**config.mk**
```make
export PLATFORM = sky130hd
export DESIGN_NAME = led_matrix_scan_driver
export DESIGN_NICKNAME = d
export VERILOG_FILES = /design/src/rtl/led_matrix_scan_driver.sv
export SDC_FILE = /design/constraint.sdc
export NUM_CORES = 1
export LEC_CHECK = 0
export ABC_AREA = 1
export CORE_ASPECT_RATIO = 2
export CORE_MARGIN = 4
export CORE_UTILIZATION = 40
export DETAILED_ROUTE_END_ITERATION = 7
export PLACE_DENSITY = 0.61
export REMOVE_ABC_BUFFERS = 1
export SYNTH_ARGS = -nofsm -noshare
export SYNTH_HDL_FRONTEND = slang
export SYNTH_SLANG_ARGS = --single-unit
export TNS_END_PERCENT = 10
```
**constraint.sdc**
```tcl
create_clock -name clk -period 1.69 [get_ports clk]
set_input_delay 0.338 -clock clk [delete_from_list [all_inputs] [get_ports clk]]
set_output_delay 0.338 -clock clk [all_outputs]
set_load 0.05 [all_outputs]
```
**src/rtl/led_matrix_scan_driver.sv**
```systemverilog
// Multiplexed 5x7 LED matrix scanner: per-column blank/drive slots, frame-atomic
// image snapshot, and a free-running blink square wave for the column decoders.
module led_matrix_scan_driver #(
    parameter int COL_PERIOD   = 50000,
    parameter int BLANK_CYCLES = 500,
    parameter int BLINK_HALF   = 25000000
) (
    input  logic        clk,
    input  logic        reset,
    input  logic        enable,
    input  logic [34:0] frame_in,
    output logic [4:0]  columns_n,
    output logic [6:0]  rows,
    output logic        frame_start,
    output logic        _1Hz_frequency
);
    localparam int CW = (COL_PERIOD > 1) ? $clog2(COL_PERIOD) : 1;
    localparam int BW = (BLINK_HALF > 1) ? $clog2(BLINK_HALF) : 1;
    localparam logic [CW-1:0] BLANK_LAST = CW'(BLANK_CYCLES - 1);
    localparam logic [CW-1:0] SLOT_LAST  = CW'(COL_PERIOD - 1);
    localparam logic [BW-1:0] BLINK_LAST = BW'(BLINK_HALF - 1);

    typedef enum logic [1:0] {IDLE, BLANK, DRIVE} state_t;

    state_t          state_q, state_d;
    logic [CW-1:0]   slot_q, slot_d;
    logic [2:0]      col_q, col_d;
    logic [34:0]     snap_q, snap_d;
    logic [4:0]      colsn_q, colsn_d;
    logic [6:0]      rows_q, rows_d;
    logic            fs_q, fs_d;
    logic [BW-1:0]   bcnt_q, bcnt_d;
    logic            blink_q, blink_d;

    always_comb begin
        state_d = state_q;
        slot_d  = slot_q;
        col_d   = col_q;
        snap_d  = snap_q;
        fs_d    = 1'b0;
        case (state_q)
            IDLE: begin
                col_d  = 3'd0;
                slot_d = '0;
                if (enable) begin
                    snap_d  = frame_in;
                    state_d = BLANK;
                    fs_d    = 1'b1;
                end
            end
            BLANK: begin
                slot_d = slot_q + 1'b1;
                if (slot_q == BLANK_LAST) state_d = DRIVE;
            end
            DRIVE: begin
                if (slot_q == SLOT_LAST) begin
                    slot_d  = '0;
                    state_d = BLANK;
                    // Snapshot reloads only at the frame wrap so the image never tears.
                    if (col_q == 3'd4) begin
                        col_d  = 3'd0;
                        snap_d = frame_in;
                        fs_d   = 1'b1;
                    end else begin
                        col_d = col_q + 3'd1;
                    end
                end else begin
                    slot_d = slot_q + 1'b1;
                end
            end
            default: state_d = IDLE;
        endcase

        if (!enable && state_q != IDLE) begin
            state_d = IDLE;
            col_d   = 3'd0;
            slot_d  = '0;
            snap_d  = snap_q;
            fs_d    = 1'b0;
        end

        // Outputs are decoded from next state so the registers line up with the FSM.
        colsn_d = 5'b11111;
        rows_d  = 7'd0;
        if (state_d == DRIVE) begin
            case (col_d)
                3'd0: begin colsn_d = 5'b11110; rows_d = snap_d[6:0];   end
                3'd1: begin colsn_d = 5'b11101; rows_d = snap_d[13:7];  end
                3'd2: begin colsn_d = 5'b11011; rows_d = snap_d[20:14]; end
                3'd3: begin colsn_d = 5'b10111; rows_d = snap_d[27:21]; end
                3'd4: begin colsn_d = 5'b01111; rows_d = snap_d[34:28]; end
                default: begin colsn_d = 5'b11111; rows_d = 7'd0; end
            endcase
        end

        bcnt_d  = (bcnt_q == BLINK_LAST) ? '0 : bcnt_q + 1'b1;
        blink_d = (bcnt_q == BLINK_LAST) ? ~blink_q : blink_q;
    end

    always_ff @(posedge clk) begin
        if (reset) begin
            state_q <= IDLE;
            slot_q  <= '0;
            col_q   <= 3'd0;
            snap_q  <= '0;
            colsn_q <= 5'b11111;
            rows_q  <= 7'd0;
            fs_q    <= 1'b0;
            bcnt_q  <= '0;
            blink_q <= 1'b0;
        end else begin
            state_q <= state_d;
            slot_q  <= slot_d;
            col_q   <= col_d;
            snap_q  <= snap_d;
            colsn_q <= colsn_d;
            rows_q  <= rows_d;
            fs_q    <= fs_d;
            bcnt_q  <= bcnt_d;
            blink_q <= blink_d;
        end
    end

    assign columns_n      = colsn_q;
    assign rows           = rows_q;
    assign frame_start    = fs_q;
    assign _1Hz_frequency = blink_q;
endmodule

```
==> results of run 1 <==
-- area by class of cell --
type	count	area (um^2)	share of cell area, %
Inverter	66	260	3.60
Timing Repair Buffer	198	1730	24.0
Multi-Input combinational cell	457	2830	39.1
Tap cell	142	178	2.46
Clock inverter	5	81.3	1.12
Sequential cell	95	1920	26.6
Clock buffer	11	233	3.22
-- per-layer routing --
| metal | track usage, % | wire length [um] | vias to the layer above |
|---|---|---|---|
| met5 | 0 | 0 | - |
| met4 | 12.4 | 727 | 0 |
| met3 | 2.74 | 349 | 46 |
| met2 | 42.2 | 8530 | 114 |
| met1 | 21.3 | 5370 | 2311 |
| li1 | - | - | 2462 |
-- worst min-delay path, cell delays in order, from the launching register on --
cell and delay [ns]:
dfxtp_1 0.30, nand2_1 0.07, a21oi_1 0.06
-- how the worst min path moves through the flow --
stage | startpoint | to | slack, ns
after floorplan | reset | snap_q[0] | 0.41
after global placement | snap_q[33] | snap_q[33] | 0.46
after detailed placement | snap_q[33] | snap_q[33] | 0.47
after CTS | snap_q[27] | snap_q[27] | 0.47
after global routing | snap_q[27] | snap_q[27] | 0.51
final | snap_q[27] | snap_q[27] | 0.47
-- placed cells by master, fill, tap and decap left out, types with 4 or more instances in the layout --
cell type,netlist,layout
clkdlybuf4s50_1,0,37
dfxtp_2,0,6
inv_2,2,6
nor3b_2,1,5
buf_4,4,141
nand4_1,26,26
buf_6,1,11
nand2_2,10,20
nor3b_1,8,4
nor3_2,2,4
nand2_4,3,9
nand2_1,157,140
a21oi_2,1,8
inv_1,63,57
ha_1,9,4
ha_4,0,5
nand3_1,41,24
dfxtp_1,95,86
nor2_4,5,10
nor4_2,1,5
nand3_2,4,17
nand3_4,0,4
nor3_1,18,15
clkbuf_16,0,9
a21oi_1,42,34
xor2_1,11,11
buf_12,0,4
nor2_1,80,67
nor2_2,1,9
-- where the power goes --
group | internal [uW] | switching (uW)
registers | 2310 | 28.5
logic | 366 | 382
clock network | 1300 | 864
total | 3970 | 1270
-- repair_timing --
item                                    4_1_cts  5_1_grt
pin swaps                                    22       28
setup buffers                                11        7
resized for setup                            75       70
endpoints found under the setup margin       91       92
cloned                                        2        0
hold endpoints to repair                      0        0
-- cells in the mapped netlist (5+ instances only) --
library cell  count
a21oi_1          42
buf_2             7
clkbuf_1          5
dfxtp_1          95
ha_1              9
inv_1            63
nand2_1         157
nand2_2          10
nand3_1          41
nand4_1          26
nor2_1           80
nor2_4            5
nor3_1           18
nor3b_1           8
nor4_1            5
xor2_1           11
-- flip-flops by register name (all words and copies together) (netlist names) --
register / flops
frame_start: 1
rows: 7
slot_q: 16
state_q: 2
_1Hz_frequency: 1
col_q: 3
columns_n: 5
snap_q: 35
bcnt_q: 25
-- cells by family after synthesis --
family	count (synthesis)	share of synthesized area [%]
compound gates	67	8.29
simple gates	369	38.1
xor+xnor	12	2.28
buf+inv	84	7.53
flops	95	41.3
fa+ha+maj	9	2.45
-- metrics by stage --
step	cells	setup slack (ns)	hold WS, ns	TNS [ns]
3_5_place_dp	938	-0.420	0.466	-16.18
4_1_cts	967	-0.203	0.475	-2.49
5_1_grt	974	-0.376	0.506	-11.41
3_3_place_gp	938	-0.401	0.462	-12.80
2_1_floorplan	618	-0.300	0.407	-6.11
6_report	974	-0.272	0.472	-3.91
==> flow_metrics.env, run 1 <==
export IMPL_vdd_drop_max_uv=647
export IMPL_path_class="reg2reg"
export IMPL_hold_buffers=0
export IMPL_violations="setup timing"
export IMPL_min_period_ns=1.96
export IMPL_reg2reg_slack_ns=-0.27
export IMPL_n_antenna_cell=0
export IMPL_startpoint="slot_q[0]"
export IMPL_cts_tree="built"
export IMPL_ys_flop_type="dfxtp_1"
export IMPL_vias_per_cell=5.06
export IMPL_syn_area_per_cell_um2=7.24
export IMPL_status="complete, but fails checks"
export IMPL_cp_end_kind="flip-flop"
export IMPL_dpl_hpwl_mm=10.4
export IMPL_fillers=957
export IMPL_power_density_nw_per_um2=726
export IMPL_fp_row_count=55
export IMPL_path_depth=12
export IMPL_slew_headroom_pct=74.1
export IMPL_crit_top_cell="nand2_4"
export IMPL_ys_ff_latch=95
export IMPL_grt_setup_unrepaired="yes"
export IMPL_layout_drive_gt1_share_pct=36.4
export IMPL_power_uw=5250
export IMPL_final_core_util_pct=64.1
export IMPL_leakage_uw=0.00312
export IMPL_cp_top_family="simple AND/OR/NAND/NOR gates"
export IMPL_syn_to_final_growth_pct=57.1
export IMPL_totalWireLength_mm=15.0
export IMPL_dieArea_um2=13400
export IMPL_die_y_um=160
export IMPL_final_area_um2=7230
export IMPL_avgRoutedWirePerCell_um=15.4
export IMPL_cts_clk_slew_worst_paths_ns=0.07
export IMPL_start_kind="flip-flop"
export IMPL_critical_path_buf_inv_count=2
export IMPL_crit_slowest_cell="dfxtp_4"
export IMPL_initial_core_util_pct=40.8
export IMPL_clk_latency_ns=0.35
export IMPL_crit_path_max_incr_delay_ns=0.37
export IMPL_skew_ns=0.00847
export IMPL_yosys_area_top_type="dfxtp_1"
export IMPL_max_clock_freq_mhz=510
export IMPL_synthCells=636
export IMPL_cts_root_buf="clkbuf_16"
export IMPL_hold_path_depth=2
export IMPL_maxCapViolations=0
export IMPL_hold_path_class="reg2reg"
export IMPL_path_cells="ha_4 > nand3_4 > nor2_8 > nand2_4 > nand2_4 > nand2_2 > nand2_2 > nand2_4 > buf_6 > nor2_4 > buf_4 > nand4_1"
export IMPL_syn_area_um2=4600
export IMPL_synth_seq_area_share_pct=41.3
export IMPL_finalCritPeriodShare_pct=116
export IMPL_fin_nets=874
export IMPL_ant_nets=0
export IMPL_io_pins=52
export IMPL_clock_path_buffers=2
export IMPL_async_reset_ff_share_pct=0
export IMPL_vias=4933
export IMPL_final_hold_violation_count=0
export IMPL_crit_arrival_ns=2.17
export IMPL_drt_first_pass_iters=5
export IMPL_setup_slack_ns=-0.272
export IMPL_r2r_end="columns_n[1]"
export IMPL_numPortBuffers=51
export IMPL_grt_start_max_net_pins=28
export IMPL_drtIter0Drc=277
export IMPL_cp_required_ns=1.90
export IMPL_crit_end="columns_n[1]"
export IMPL_setup_viol=49
export IMPL_clock_sinks=95
export IMPL_grt_pass1_wl_mm=23.3
export IMPL_synth_edff_count=0
export IMPL_track_usage_pct=21.7
export IMPL_synthDistinctLibCells=44
export IMPL_gp_congestion=0.925
export IMPL_drv_slew=0
export IMPL_crit_fanout=8
export IMPL_overflow=0
export IMPL_ys_top_cells_by_area="dfxtp_1 (41%), nand2_1 (13%), nor2_1 (6.5%)"
export IMPL_worstRegToRegCells=12
export IMPL_worst_pin_slew_ns=0.389
export IMPL_drcViolationCount=0
export IMPL_core_um2=11300
export IMPL_antenna_found_initial=0
export IMPL_cts_buffers=9
export IMPL_r2r_start="slot_q[0]"
export IMPL_grt_pass1_vias=4970
export IMPL_die_w_um=83.9
export IMPL_yosys_warnings=0
export IMPL_cts_max_level=3
export IMPL_dpl_cell_area_um2=6160
export IMPL_synth_top_area_share_pct=41.3
No activity file was read; power rests on OpenSTA's default activity.
==> inputs of run 2 (changes only) <==
--- a/config.mk
+++ b/config.mk
@@ -7,7 +7,7 @@
 export LEC_CHECK = 0
 export ABC_AREA = 1
 export CORE_ASPECT_RATIO = 2
-export CORE_MARGIN = 4
+export CORE_MARGIN = 8
 export CORE_UTILIZATION = 40
 export DETAILED_ROUTE_END_ITERATION = 7
 export PLACE_DENSITY = 0.61
==> run 2 against run 1 <==
Net effect: the run still ends with setup timing left; first-iteration DRC count down 24%; worst setup slack worse by 0.061 ns; global-route usage decreased by 1.7 points; utilization increased by 0.32 points; routed wire length rose by 4.2%; non-clock buffer count grew 13; register-to-register slack got worse by 0.06 ns; via count is 1.5% higher; critical endpoint is now rows[5]; largest power group unchanged; highest routed layer unchanged.
==> flow_metrics.env, run 2 (synthesis results as in run 1) <==
export IMPL_finalCritPeriodShare_pct=120
export IMPL_startpoint="slot_q[0]"
export IMPL_grt_start_max_net_pins=31
export IMPL_initial_core_util_pct=40.8
export IMPL_setup_viol=77
export IMPL_track_usage_pct=20.1
export IMPL_clock_path_buffers=2
export IMPL_core_um2=11300
export IMPL_slew_headroom_pct=76.4
export IMPL_vdd_drop_max_uv=707
export IMPL_clk_latency_ns=0.35
export IMPL_die_w_um=91.9
export IMPL_drcViolationCount=0
export IMPL_layout_drive_gt1_share_pct=37.6
export IMPL_crit_fanout=5
export IMPL_multi_input_area_um2=2780
export IMPL_min_period_ns=2.02
export IMPL_drt_first_pass_iters=4
export IMPL_p_int_uw=4030
export IMPL_seqPwrFrac_pct=43.9
export IMPL_totalWireLength_mm=15.6
export IMPL_final_hold_violation_count=0
export IMPL_dpl_hpwl_mm=11.3
export IMPL_cts_buffers=9
export IMPL_path_depth=15
export IMPL_dpl_cell_area_um2=6240
export IMPL_path_cells="ha_4 > nand3_4 > nor2_8 > buf_6 > nand3_2 > nand2_2 > nand2_4 > buf_4 > buf_4 > nand2_2 > nand2_1 > nand4_1 > nand3_1 > nor2_1 > nor2_1"
export IMPL_hold_path_class="reg2reg"
export IMPL_gp_congestion=0.870
export IMPL_fin_nets=887
export IMPL_start_kind="flip-flop"
export IMPL_fillers=977
export IMPL_regMostFlops="snap_q"
export IMPL_regArea_um2=1920
export IMPL_grt_setup_unrepaired="yes"
export IMPL_final_area_um2=7270
export IMPL_worst_pin_slew_ns=0.354
export IMPL_cts_clk_slew_worst_paths_ns=0.07
export IMPL_cts_root_buf="clkbuf_16"
export IMPL_crit_path_max_incr_delay_ns=0.35
export IMPL_cts_tree="built"
export IMPL_io_pins=52
export IMPL_die_y_um=168
export IMPL_clock_sinks=95
export IMPL_status="complete, but fails checks"
export IMPL_drv_slew=0
export IMPL_leakage_uw=0.00328
export IMPL_vias=5006
export IMPL_crit_arrival_ns=2.26
export IMPL_cp_end_kind="flip-flop"
export IMPL_power_density_nw_per_um2=733
export IMPL_finalSetupTns_ns=-6.50
export IMPL_setup_slack_ns=-0.333
export IMPL_final_core_util_pct=64.4
export IMPL_grt_pass1_wl_mm=24.7
export IMPL_layout_common_cells="buf_4 (156), nand2_1 (123), dfxtp_1 (85), nor2_1 (65), inv_1 (59)"
export IMPL_dieArea_um2=15400
export IMPL_r2r_start="slot_q[0]"
export IMPL_largest_reg_flops=35
export IMPL_vias_per_cell=5.07
export IMPL_skew_ns=0.00640
export IMPL_numPortBuffers=51
export IMPL_dp_cells=947
export IMPL_worstRegToRegCells=15
export IMPL_n_antenna_cell=0
export IMPL_antenna_found_initial=0
export IMPL_crit_end="rows[5]"
export IMPL_reg_largest_list="snap_q x35, bcnt_q x25, slot_q x16"
export IMPL_avgRoutedWirePerCell_um=15.8
export IMPL_layout_commonest_cell="buf_4"
export IMPL_max_clock_freq_mhz=494
export IMPL_drtIter0Drc=211
export IMPL_clkPwrFrac_pct=41.8
export IMPL_holdWs_ns=0.462
export IMPL_fin_cells=987
export IMPL_path_class="reg2reg"
export IMPL_grt_pass1_vias=5339
export IMPL_hold_buffers=0
export IMPL_cp_top_family="simple AND/OR/NAND/NOR gates"
export IMPL_cp_required_ns=1.93
export IMPL_critical_path_buf_inv_count=3
export IMPL_reg2reg_slack_ns=-0.33
export IMPL_p_sw_uw=1300
export IMPL_r2r_end="rows[5]"
export IMPL_cts_max_level=3
export IMPL_maxCapViolations=0
export IMPL_violations="setup timing"
export IMPL_netSwitchingFraction_pct=24.4
export IMPL_crit_slowest_cell="dfxtp_2"
export IMPL_ant_nets=0
export IMPL_pwr_share_comb_pct=14.3
export IMPL_overflow=0
export IMPL_syn_to_final_growth_pct=57.9
export IMPL_fp_row_count=55
==> run 2: cell count changes in the layout (fill, tap and decap cells not counted), sizes merged <==
cell and delta:
buf +13, clkinv +2, clkinvlp -2
==> run 2: how the worst min path moves through the flow <==
stage | from | to | slack, ns | cells past startpoint
2_1_floorplan | reset | snap_q[0] | 0.41 | 1
3_3_place_gp | snap_q[13] | snap_q[13] | 0.46 | 2
3_5_place_dp | snap_q[33] | snap_q[33] | 0.46 | 2
4_1_cts | snap_q[33] | snap_q[33] | 0.47 | 2
5_1_grt | snap_q[33] | snap_q[33] | 0.50 | 2
6_report | snap_q[33] | snap_q[33] | 0.46 | 2
==> run 2: what timing repair did <==
action | in CTS | in global routing
pin swaps | 21 | 35
gates resized for setup | 65 | 73
buffers inserted | 15 | 7
endpoints found under the setup margin | 89 | 92
gates cloned | 3 | 0
==> run 2: layer usage <==
| metal | track usage (%) | wire length [um] |
|---|---|---|
| met5 | 0 | 0 |
| met4 | 16.2 | 1070 |
| met3 | 3.45 | 413 |
| met2 | 37.9 | 8760 |
| met1 | 17.8 | 5360 |
==> run 2: metrics by stage <==
stage	setup WS, ns	power [uW]
after global routing	-0.430	5550
final	-0.333	5330
after global placement	-0.465	3000
after detailed placement	-0.484	3010
after floorplan	-0.300	2640
after CTS	-0.264	5330
==> run 2: worst register-to-register path, stage by stage, from the launching register on <==
cell     delay, ns
dfxtp_2       0.35
ha_4          0.15
nand3_4       0.09
nor2_8        0.15
buf_6         0.14
nand3_2       0.09
nand2_2       0.08
nand2_4       0.10
buf_4         0.16
buf_4         0.13
nand2_2       0.06
nand2_1       0.07
nand4_1       0.09
nand3_1       0.09
nor2_1        0.11
nor2_1        0.06
==> run 2: cell type report <==
type                       instances  share of cell area [%]
inverter                          66                    3.43
clock inverter                     5                    1.12
sequential                        95                    26.4
tap                              142                    2.44
multi-input combinational        457                    38.3
clock buffer                      11                    3.34
timing repair buffer             211                    25.0
==> run 2: power by group through the flow <==
stage	Sequential, uW	Combinational, uW	Clock (uW)
floorplan	2380	253	0
global placement	2380	623	0
detailed placement	2380	635	0
CTS	2330	719	2280
global route	2340	828	2380
finish	2340	762	2230
